--- config.mk ---
export PLATFORM = sky130hd
export DESIGN_NAME = mem_access_stage
export DESIGN_NICKNAME = d
export VERILOG_FILES = /design/src/rtl/mem_access_stage.sv
export SDC_FILE = /design/constraint.sdc
export NUM_CORES = 1
export LEC_CHECK = 0
export CORE_AREA = 2 2 145 147
export DETAILED_ROUTE_END_ITERATION = 10
export DIE_AREA = 0 0 147 149
export GPL_ROUTABILITY_DRIVEN = 0
export GPL_TIMING_DRIVEN = 1
export PLACE_DENSITY = 0.76
export SYNTH_ARGS = -nofsm -noshare
export SYNTH_HDL_FRONTEND = slang
export SYNTH_SLANG_ARGS = --single-unit
export TNS_END_PERCENT = 100
--- constraint.sdc ---
create_clock -name clock -period 2.01 [get_ports clock]
set_clock_uncertainty 0.1 [all_clocks]
set_input_delay 0.402 -clock clock [delete_from_list [all_inputs] [get_ports clock]]
set_output_delay 0.402 -clock clock [all_outputs]
set_load 0.01 [all_outputs]
--- src/rtl/mem_access_stage.sv ---
// Memory-access pipeline stage. It takes the execute result and retires a
// one-cycle writeback record. Memory ops run a req/ack transaction with data
// memory: big-endian byte lanes, sign/zero extension, alignment and timeout.
//
// Handshake: a transfer happens on a rising clock edge where in_valid and
// in_ready are both 1. in_ready depends only on state and reset, never on
// in_valid. mem_req stays high, with address, data, enables and direction
// stable, until the first edge where mem_ack = 1. mem_ack has no effect while
// mem_req is 0.
//
// Byte lanes are numbered big-endian. Lane 0 is the lowest address and holds
// bits [31:24] of a word. The lane number is in_alu[1:0].
module mem_access_stage #(
  parameter int unsigned MAX_WAIT = 15
) (
  input  logic        clock,
  input  logic        reset,
  input  logic        in_valid,
  output logic        in_ready,
  input  logic [31:0] in_pc,
  input  logic [31:0] in_alu,
  input  logic [31:0] in_rt,
  input  logic [2:0]  in_op,
  input  logic [4:0]  in_dest,
  output logic        mem_req,
  output logic        mem_we,
  output logic [31:0] mem_addr,
  output logic [31:0] mem_wdata,
  output logic [3:0]  mem_be,
  input  logic [31:0] mem_rdata,
  input  logic        mem_ack,
  output logic        wb_valid,
  output logic        wb_we,
  output logic [4:0]  wb_dest,
  output logic [31:0] wb_data,
  output logic [31:0] wb_pc,
  output logic        err_align,
  output logic        err_timeout,
  output logic        state_dbg
);

  localparam logic [2:0] OP_LW  = 3'b001;
  localparam logic [2:0] OP_LB  = 3'b010;
  localparam logic [2:0] OP_LBU = 3'b011;
  localparam logic [2:0] OP_SW  = 3'b100;
  localparam logic [2:0] OP_SB  = 3'b101;

  // wait_cnt holds the number of WAIT cycles already spent without an ack.
  // The cycle where it equals LIMIT is the MAX_WAIT-th WAIT cycle, so the
  // timeout takes effect on that cycle's edge.
  localparam logic [7:0] LIMIT = 8'(MAX_WAIT - 1);

  typedef enum logic {S_IDLE = 1'b0, S_WAIT = 1'b1} state_t;

  state_t      state, state_nxt;
  logic [7:0]  wait_cnt;
  logic [2:0]  op_q;
  logic [1:0]  lane_q;
  logic [4:0]  dest_q;
  logic [31:0] pc_q;

  logic        accept;
  logic        in_is_load, in_is_store, in_is_mem, in_misalign;
  logic        start_txn, done_ack, done_to;
  logic        q_is_load;
  logic [7:0]  rbyte;
  logic [31:0] load_val;
  logic [3:0]  sb_be;

  assign in_ready  = (state == S_IDLE) && !reset;
  assign accept    = in_valid && in_ready;
  assign state_dbg = state;

  // Decode the incoming op and check alignment.
  always_comb begin
    in_is_load  = (in_op == OP_LW) || (in_op == OP_LB) || (in_op == OP_LBU);
    in_is_store = (in_op == OP_SW) || (in_op == OP_SB);
    in_is_mem   = in_is_load || in_is_store;
    in_misalign = ((in_op == OP_LW) || (in_op == OP_SW)) && (in_alu[1:0] != 2'b00);
    sb_be       = 4'b1000;
    case (in_alu[1:0])
      2'd0:    sb_be = 4'b1000;
      2'd1:    sb_be = 4'b0100;
      2'd2:    sb_be = 4'b0010;
      default: sb_be = 4'b0001;
    endcase
  end

  // Select the byte lane from the returned data and extend it for the load type.
  always_comb begin
    q_is_load = (op_q == OP_LW) || (op_q == OP_LB) || (op_q == OP_LBU);
    rbyte     = mem_rdata[31:24];
    case (lane_q)
      2'd0:    rbyte = mem_rdata[31:24];
      2'd1:    rbyte = mem_rdata[23:16];
      2'd2:    rbyte = mem_rdata[15:8];
      default: rbyte = mem_rdata[7:0];
    endcase
    load_val = '0;
    case (op_q)
      OP_LW:   load_val = mem_rdata;
      OP_LB:   load_val = {{24{rbyte[7]}}, rbyte};
      OP_LBU:  load_val = {24'b0, rbyte};
      default: load_val = '0;
    endcase
  end

  // Next-state logic and transaction events.
  always_comb begin
    state_nxt = state;
    start_txn = 1'b0;
    done_ack  = 1'b0;
    done_to   = 1'b0;
    case (state)
      S_IDLE: begin
        if (accept && in_is_mem && !in_misalign) begin
          start_txn = 1'b1;
          state_nxt = S_WAIT;
        end
      end
      S_WAIT: begin
        if (mem_ack) begin
          done_ack  = 1'b1;
          state_nxt = S_IDLE;
        end else if (wait_cnt == LIMIT) begin
          done_to   = 1'b1;
          state_nxt = S_IDLE;
        end
      end
      default: state_nxt = S_IDLE;
    endcase
  end

  // State register.
  always_ff @(posedge clock) begin
    if (reset) state <= S_IDLE;
    else       state <= state_nxt;
  end

  // Memory request, transaction context, wait counter and retire record.
  always_ff @(posedge clock) begin
    if (reset) begin
      wait_cnt    <= '0;
      op_q        <= '0;
      lane_q      <= '0;
      dest_q      <= '0;
      pc_q        <= '0;
      mem_req     <= 1'b0;
      mem_we      <= 1'b0;
      mem_addr    <= '0;
      mem_wdata   <= '0;
      mem_be      <= '0;
      wb_valid    <= 1'b0;
      wb_we       <= 1'b0;
      wb_dest     <= '0;
      wb_data     <= '0;
      wb_pc       <= '0;
      err_align   <= 1'b0;
      err_timeout <= 1'b0;
    end else begin
      wb_valid    <= 1'b0;
      err_align   <= 1'b0;
      err_timeout <= 1'b0;

      if (start_txn) begin
        mem_req  <= 1'b1;
        mem_we   <= in_is_store;
        mem_addr <= {in_alu[31:2], 2'b00};
        if (in_op == OP_SB) begin
          mem_be    <= sb_be;
          mem_wdata <= {4{in_rt[7:0]}};
        end else begin
          mem_be    <= 4'b1111;
          mem_wdata <= (in_op == OP_SW) ? in_rt : 32'h0;
        end
        op_q     <= in_op;
        lane_q   <= in_alu[1:0];
        dest_q   <= in_dest;
        pc_q     <= in_pc;
        wait_cnt <= '0;
      end else if (done_ack || done_to) begin
        mem_req  <= 1'b0;
        wait_cnt <= '0;
      end else if (state == S_WAIT) begin
        wait_cnt <= wait_cnt + 8'd1;
      end

      if (accept && !in_is_mem) begin
        wb_valid <= 1'b1;
        wb_we    <= (in_dest != 5'd0);
        wb_data  <= in_alu;
        wb_dest  <= in_dest;
        wb_pc    <= in_pc;
      end else if (accept && in_misalign) begin
        wb_valid  <= 1'b1;
        wb_we     <= 1'b0;
        wb_data   <= '0;
        wb_dest   <= in_dest;
        wb_pc     <= in_pc;
        err_align <= 1'b1;
      end else if (done_ack) begin
        wb_valid <= 1'b1;
        wb_we    <= q_is_load && (dest_q != 5'd0);
        wb_data  <= q_is_load ? load_val : 32'h0;
        wb_dest  <= dest_q;
        wb_pc    <= pc_q;
      end else if (done_to) begin
        wb_valid    <= 1'b1;
        wb_we       <= 1'b0;
        wb_data     <= '0;
        wb_dest     <= dest_q;
        wb_pc       <= pc_q;
        err_timeout <= 1'b1;
      end
    end
  end

endmodule

==> results of run 1 <==
sequential cells by signal, summed over array words and instances, names as in the netlist:
signal / flops
dest_q: 5
err_align: 1
err_timeout: 1
lane_q: 2
mem_addr: 30
mem_be: 4
mem_req: 1
mem_wdata: 32
mem_we: 1
op_q: 3
pc_q: 32
state_dbg: 1
wait_cnt: 8
wb_data: 32
wb_dest: 5
wb_pc: 32
wb_valid: 1
wb_we: 1
cell usage after synthesis (9+ instances only):
cell	instances
a311oi_1	43
a221oi_1	24
nand3b_1	9
a21oi_1	85
a311oi_2	20
nor3_1	25
nand2_1	283
clkbuf_1	51
nor2_1	108
dfxtp_1	192
nand3_1	10
a21o_1	24
buf_2	26
o21ai_0	11
stage by stage:
| step | utilization [%] | cells | setup TNS, ns | area (µm²) |
|---|---|---|---|---|
| 3_5_place_dp | 57.2 | 1546 | -79.46 | 11700 |
| 4_1_cts | 60.6 | 1583 | 0 | 12500 |
| 3_3_place_gp | 57.2 | 1546 | -71.73 | 11700 |
| 2_1_floorplan | - | 1016 | 0 | 8240 |
| 5_1_grt | 61.0 | 1587 | -4.22 | 12500 |
| 6_report | 61.0 | 1587 | -0.0721 | 12500 |
metal layers:
metal,global-route usage [%],vias up
met3,5.32,58
li1,-,4088
met2,38.8,308
met1,32.1,4018
met4,9.38,0
met5,0,-
worst max-delay path by stage:
stage                startpoint          end  slack (ns)  cells past startpoint
finish              wait_cnt[0]   wb_data[4]       -0.03                      9
CTS                 wait_cnt[0]   wb_data[2]       0.007                      9
detailed placement     in_op[1]    wb_pc[30]       -0.52                      6
floorplan           wait_cnt[0]  wait_cnt[1]        0.04                      8
global route        wait_cnt[0]   wb_data[0]       -0.10                      9
global placement       in_op[1]    wb_pc[12]       -0.44                      7
cells in the final DEF, fill, tap and decap left out, types with 5 or more instances in the layout:
| master | count |
|---|---|
| dfxtp_1 | 189 |
| a221oi_1 | 24 |
| a21o_1 | 24 |
| nand3_1 | 10 |
| nor2_2 | 5 |
| a21oi_1 | 85 |
| nand2_1 | 283 |
| a211oi_1 | 8 |
| o21ai_0 | 11 |
| nand3b_1 | 9 |
| buf_4 | 45 |
| a311oi_2 | 21 |
| mux2i_1 | 6 |
| a22o_1 | 6 |
| a22oi_1 | 7 |
| clkinv_2 | 5 |
| nor3_1 | 24 |
| clkdlybuf4s50_1 | 277 |
| a311oi_1 | 42 |
| clkbuf_16 | 19 |
| nor2_1 | 101 |
| buf_12 | 20 |
| nand2b_1 | 6 |
worst min-delay path, delay by kind of cell, from the launching register on:
kind            cells  cell delay (ns)
simple gates        1             0.05
compound gates      1             0.05
flops               1             0.31
area by class of cell:
type / instances / area, µm² / area share [%]
Multi-Input combinational cell: 726 / 4040 / 32.2
Clock inverter: 14 / 108 / 0.858
Inverter: 5 / 18.8 / 0.150
Tap cell: 275 / 344 / 2.74
Sequential cell: 192 / 3850 / 30.7
Antenna cell: 2 / 5.00 / 0.0399
Clock buffer: 18 / 439 / 3.50
Timing Repair Buffer: 355 / 3740 / 29.8
logic make-up (layout without fill, tap and decap cells):
kind of cell	after synthesis	in the layout	share of synthesized area [%]
mux	7	7	0.866
buf+inv	98	392	5.64
fa+ha+maj	2	2	0.304
flops	192	192	46.7
compound gates	244	244	22.3
other cells	1	4	0.0455
xor+xnor	7	7	0.745
simple gates	464	464	23.4
repair_timing:
action                                  in CTS  in global routing
pin swaps                                    5                  8
gates cloned                                 4                  2
setup buffers                                2                  1
resized for setup                           16                 14
endpoints found under the setup margin      81                155
power by group:
group	total (W)	internal [W]	leakage, nW	switching, W
Clock	0.00323	0.00165	0.275	0.00158
Sequential	0.00410	0.00400	1.57	0.000106
Combinational	0.00161	0.000871	2.43	0.000741
Total	0.00894	0.00652	4.27	0.00243
==> impl_metrics.csv, run 1 <==
group,metric,value,unit
yosys,yosysTopAreaCell,"dfxtp_1",
sta,finalSetupViolations,4,
pwr,power.density,713,nW/µm²
critical_path,cp_data_arrival_time,2.27,ns
critical_path,ff2ff_setup_slack,-0.03,ns
routing,ant_nets,0,
sta,fin_crit,2.04,ns
finish,syn_to_final_growth,52.3,%
sta,fmax,491,MHz
critical_path,cp_max_fo,8,
routing,route.met3.wl,1.70,mm
yosys,synth.cell_area,8230,µm²
yosys,synth_top_area_share,46.7,%
floorplan,fp.dieW,147,µm
flow_run,drv_cap,0,
global_routing,grt_pass1_wl,42.4,mm
critical_path,critPathBufInv,3,
clock_network,cts_sinks,192,
routing,drtIter0Drc,604,
clock_network,cts_made_buffers,17,
finish,final.fill_count,1820,
clock_network,clk_path_buf_depth,2,
routing,dr_wl_met2,13.0,mm
clock_network,cts_tree,"yes",
sta,fin_crit_sh,101,%
routing,wl_per_cell,17.4,µm
sta,rsz0062_at_grt,"true",
routing,firstDrtPassIters,5,
critical_path,cp_slowest_cell,"dfxtp_2",
routing,highest_layer,"met4",
worst_hold_path,worstHoldEndpoint,"mem_wdata[6]",
sta,worst_pin_slew,1.05,ns
global_routing,grt_pass1_vias,7773,
clock_network,cts_hold_buffers,0,
routing,viasPerCell,5.34,
placed_design,dp_hpwl,18.5,mm
floorplan,dieArea,21900,µm²
yosys,syn_avg_cell_area,8.11,µm²
pwr,peakVddDrop,0.580,mV
routing,wl,27.6,mm
yosys,ys_async_sr_fraction,0,%
worst_hold_path,worstHoldPathCells,2,
worst_hold_path,min_from,"mem_wdata[6]",
global_routing,grt-ovfl-total,0,
yosys,synth_area_leaders,"dfxtp_1 47%, nand2_1 13%, a21oi_1 5.2%",
critical_path,critPathLaunchType,"flip-flop",
floorplan,fp-row-count,53,
yosys,synth_ff_type,"dfxtp_1",
critical_path,r2r_start,"wait_cnt[0]",
global_routing,grt_max_degree,185,
routing,drc_errors,0,
outcome,status,"finished, violations left",
placed_design,port_buffers,282,
critical_path,crit_family,"compound AO/OA/AOI/OAI gates",
critical_path,slowest_delay,0.33,ns
sta,slew_headroom,30.1,%
clock_network,h-tree-depth,4,
clock_network,root_buffer,"clkbuf_16",
worst_hold_path,min_path_type,"flip-flop to flip-flop",
clock_network,path_clk_slew,0.07,ns
yosys,netlist_instances,1015,
sta,setup_ws,-0.0264,ns
yosys,yosys_warnings,0,
floorplan,start_util,40.0,%
sta,slew_violations,0,
global_routing,grt_use_total,24.2,%
pwr,leakagePower,4.27,nW
yosys,ys_seq_elements,192,
critical_path,worst_ep_required_time,2.24,ns
critical_path,cp-end-kind,"flip-flop",
sta,hold_ws,0.351,ns
floorplan,die_h,149,µm
routing,wl_met1,12.0,mm
outcome,violations,"setup timing",
finish,nets,1439,
global_routing,antenna_found_initial,2,
floorplan,core,20600,µm²
critical_path,path_class,"flip-flop to flip-flop",
yosys,ys_types,55,
sta,hold_violations,0,
critical_path,r2r.worst_path.cells,9,
pwr,power,0.00894,W
clock_network,clock_latency,0.42,ns
placed_design,dpl_worst_slack,-0.524,ns
finish,drive_gt1_share,11.7,%
routing,dr_total_vias,8472,
floorplan,pin_count,285,
yosys,ys_seq_area_share,46.7,%
critical_path,rr_endpoint,"wb_data[4]",
critical_path,worstPathCellList,"inv_2, ha_4, nor4b_4, a41oi_2, o32ai_4, buf_6, buf_16, nor2_1, a211oi_1",
yosys,synth-edff-count,0,
Note: power is estimated with default switching activity, not from simulation.
==> inputs of run 2 (changes only) <==
- SLEW_MARGIN: not set -> 20
- clock period: 2.01 -> 1.67 ns (I/O delays scaled with it)
==> run 2 against run 1 <==
  * The run still ends with setup timing left
  * Final cell count is 4.7% higher
  * Sequential power is 21% higher
  * Largest power group unchanged
  * Die area stayed put
  * Utilization is 9.7 points higher
  * Sequential share of layout area is 4.2 points lower
  * Clock-buffer cell count is 3 higher
  * Non-clock buffer count is 74 higher
  * Global-route usage is 2.0 points higher
==> impl_metrics.csv, run 2 (synthesis results as in run 1) <==
group,metric,value,unit
routing,drtIter0Drc,515,
floorplan,fp-row-count,53,
sta,fmax,486,MHz
global_routing,gr-usage-met2,45.6,%
finish,final.fill_count,1567,
global_routing,grtUsageMet3,6.30,%
placed_design,place_area,12100,µm²
pwr,power.density,803,nW/µm²
finish,syn_to_final_growth,76.5,%
critical_path,cp-end-kind,"flip-flop",
sta,hold_ws,0.171,ns
finish,stdcell_area,14500,µm²
floorplan,core,20600,µm²
sta,finalSetupViolations,162,
sta,hold_violations,0,
routing,ant_nets,0,
routing,firstDrtPassIters,5,
global_routing,grt_use_total,26.2,%
routing,wl_per_cell,19.7,µm
clock_network,h-tree-depth,4,
pwr,power,0.0117,W
global_routing,busiest_layer,"met2",
sta,fin_crit_sh,123,%
critical_path,cp_data_arrival_time,2.29,ns
clock_network,cts_hold_buffers,0,
sta,fin_crit,2.06,ns
sta,worst_pin_slew,0.515,ns
sta,slew_violations,0,
finish,final_common_cell,"nand2_1",
clock_network,path_clk_slew,0.07,ns
global_routing,met1_usage,31.5,%
critical_path,r2r_start,"wait_cnt[0]",
finish,nets,1514,
global_routing,grt-ovfl-total,0,
clock_network,cts_made_buffers,17,
clock_network,cts_tree,"yes",
critical_path,crit_end,"wb_data[5]",
critical_path,worst_ep_required_time,1.90,ns
pwr,leakagePower,5.98,nW
flow_run,drv_cap,0,
floorplan,start_util,40.0,%
critical_path,ff2ff_setup_slack,-0.39,ns
floorplan,pin_count,285,
critical_path,cp_max_fo,14,
clock_network,root_buffer,"clkbuf_16",
critical_path,r2r.worst_path.cells,9,
floorplan,die_h,149,µm
routing,drc_errors,0,
global_routing,grt_pass1_vias,8524,
sta,rsz0062_at_grt,"true",
global_routing,antenna_found_initial,0,
critical_path,path_class,"flip-flop to flip-flop",
placed_design,dp_hpwl,18.9,mm
critical_path,cp-startpoint,"wait_cnt[0]",
global_routing,grt_max_degree,82,
global_routing,grt_pass1_wl,45.3,mm
placed_design,port_buffers,282,
worst_hold_path,min_path_type,"input pin to flip-flop",
pwr,peakVddDrop,0.717,mV
finish,final_util,70.7,%
outcome,violations,"setup timing",
sta,slew_headroom,65.7,%
routing,dr_total_vias,9030,
critical_path,rr_endpoint,"wb_data[5]",
sta,setup_ws,-0.389,ns
clock_network,clock_latency,0.43,ns
finish,drive_gt1_share,28.6,%
finish,multiInputGateArea,5050,µm²
finish,most-common-layout-cells,"236 x nand2_1, 189 x dfxtp_1, 144 x dlygate4sd2_1",
floorplan,dieArea,21900,µm²
critical_path,critPathLaunchType,"flip-flop",
floorplan,fp.dieW,147,µm
clock_network,cts_sinks,192,
clock_network,clk_path_buf_depth,2,
routing,wl,32.7,mm
outcome,status,"finished, violations left",
routing,viasPerCell,5.43,
finish,ff_latch_area,3850,µm²
run 2: cell count changes in the layout (fill, tap and decap cells not counted), moves of 27 or more:
cell / change
a21oi_1: -27
dlygate4sd2_1: +142
a21oi_2: +27
nand2_4: +31
clkdlybuf4s50_1: -144
nand2_1: -47
run 2: final cells by class:
cell class | count | share of cell area (%)
Clock inverter | 11 | 1.05
Inverter | 5 | 0.129
Tap cell | 275 | 2.37
Sequential cell | 192 | 26.5
Timing Repair Buffer | 429 | 32.0
Clock buffer | 21 | 3.24
Antenna cell | 2 | 0.0344
Multi-Input combinational cell | 727 | 34.7
run 2: metrics by stage:
stage	setup slack (ns)	setup TNS, ns	cells
after floorplan	-0.155	-11.57	1016
after global placement	-0.708	-122.09	1569
after detailed placement	-0.803	-139.49	1569
after CTS	-0.306	-19.20	1621
after global routing	-0.457	-42.20	1660
final	-0.389	-32.48	1662
run 2: how the worst min path moves through the flow:
stage	startpoint	endpoint	slack [ns]	cells after the start
finish	in_op[1]	err_align	0.17	3
global route	in_op[1]	err_align	0.17	3
CTS	in_op[1]	err_align	0.18	3
detailed placement	mem_addr[22]	mem_addr[22]	0.34	2
global placement	mem_addr[9]	mem_addr[9]	0.34	2
floorplan	mem_ack	err_timeout	0.31	1
run 2: worst max-delay path, cell delays in order, from the launching register on:
cell and delay [ns]:
dfxtp_2 0.33, inv_2 0.07, ha_4 0.13, nor4b_4 0.26, a41oi_2 0.24, o32ai_4 0.20
buf_12 0.21, buf_12 0.15, nor2_1 0.06, a211oi_1 0.20
run 2: routing by layer:
layer	routed length (µm)	part of all wire, %
met2	16600	51
met5	0	0
met3	1930	5.9
met1	13200	40
met4	945	2.9
run 2: what timing repair did:
item,4_1_cts,5_1_grt
buffers inserted,9,21
resized for setup,200,227
setup endpoints to repair,334,172
gates cloned,11,20
pin swaps,11,135
run 2: power by group:
part	internal (W)	switching [W]	total, W
Clock	0.00250	0.00186	0.00436
Combinational	0.00121	0.00114	0.00235
Sequential	0.00481	0.000145	0.00496
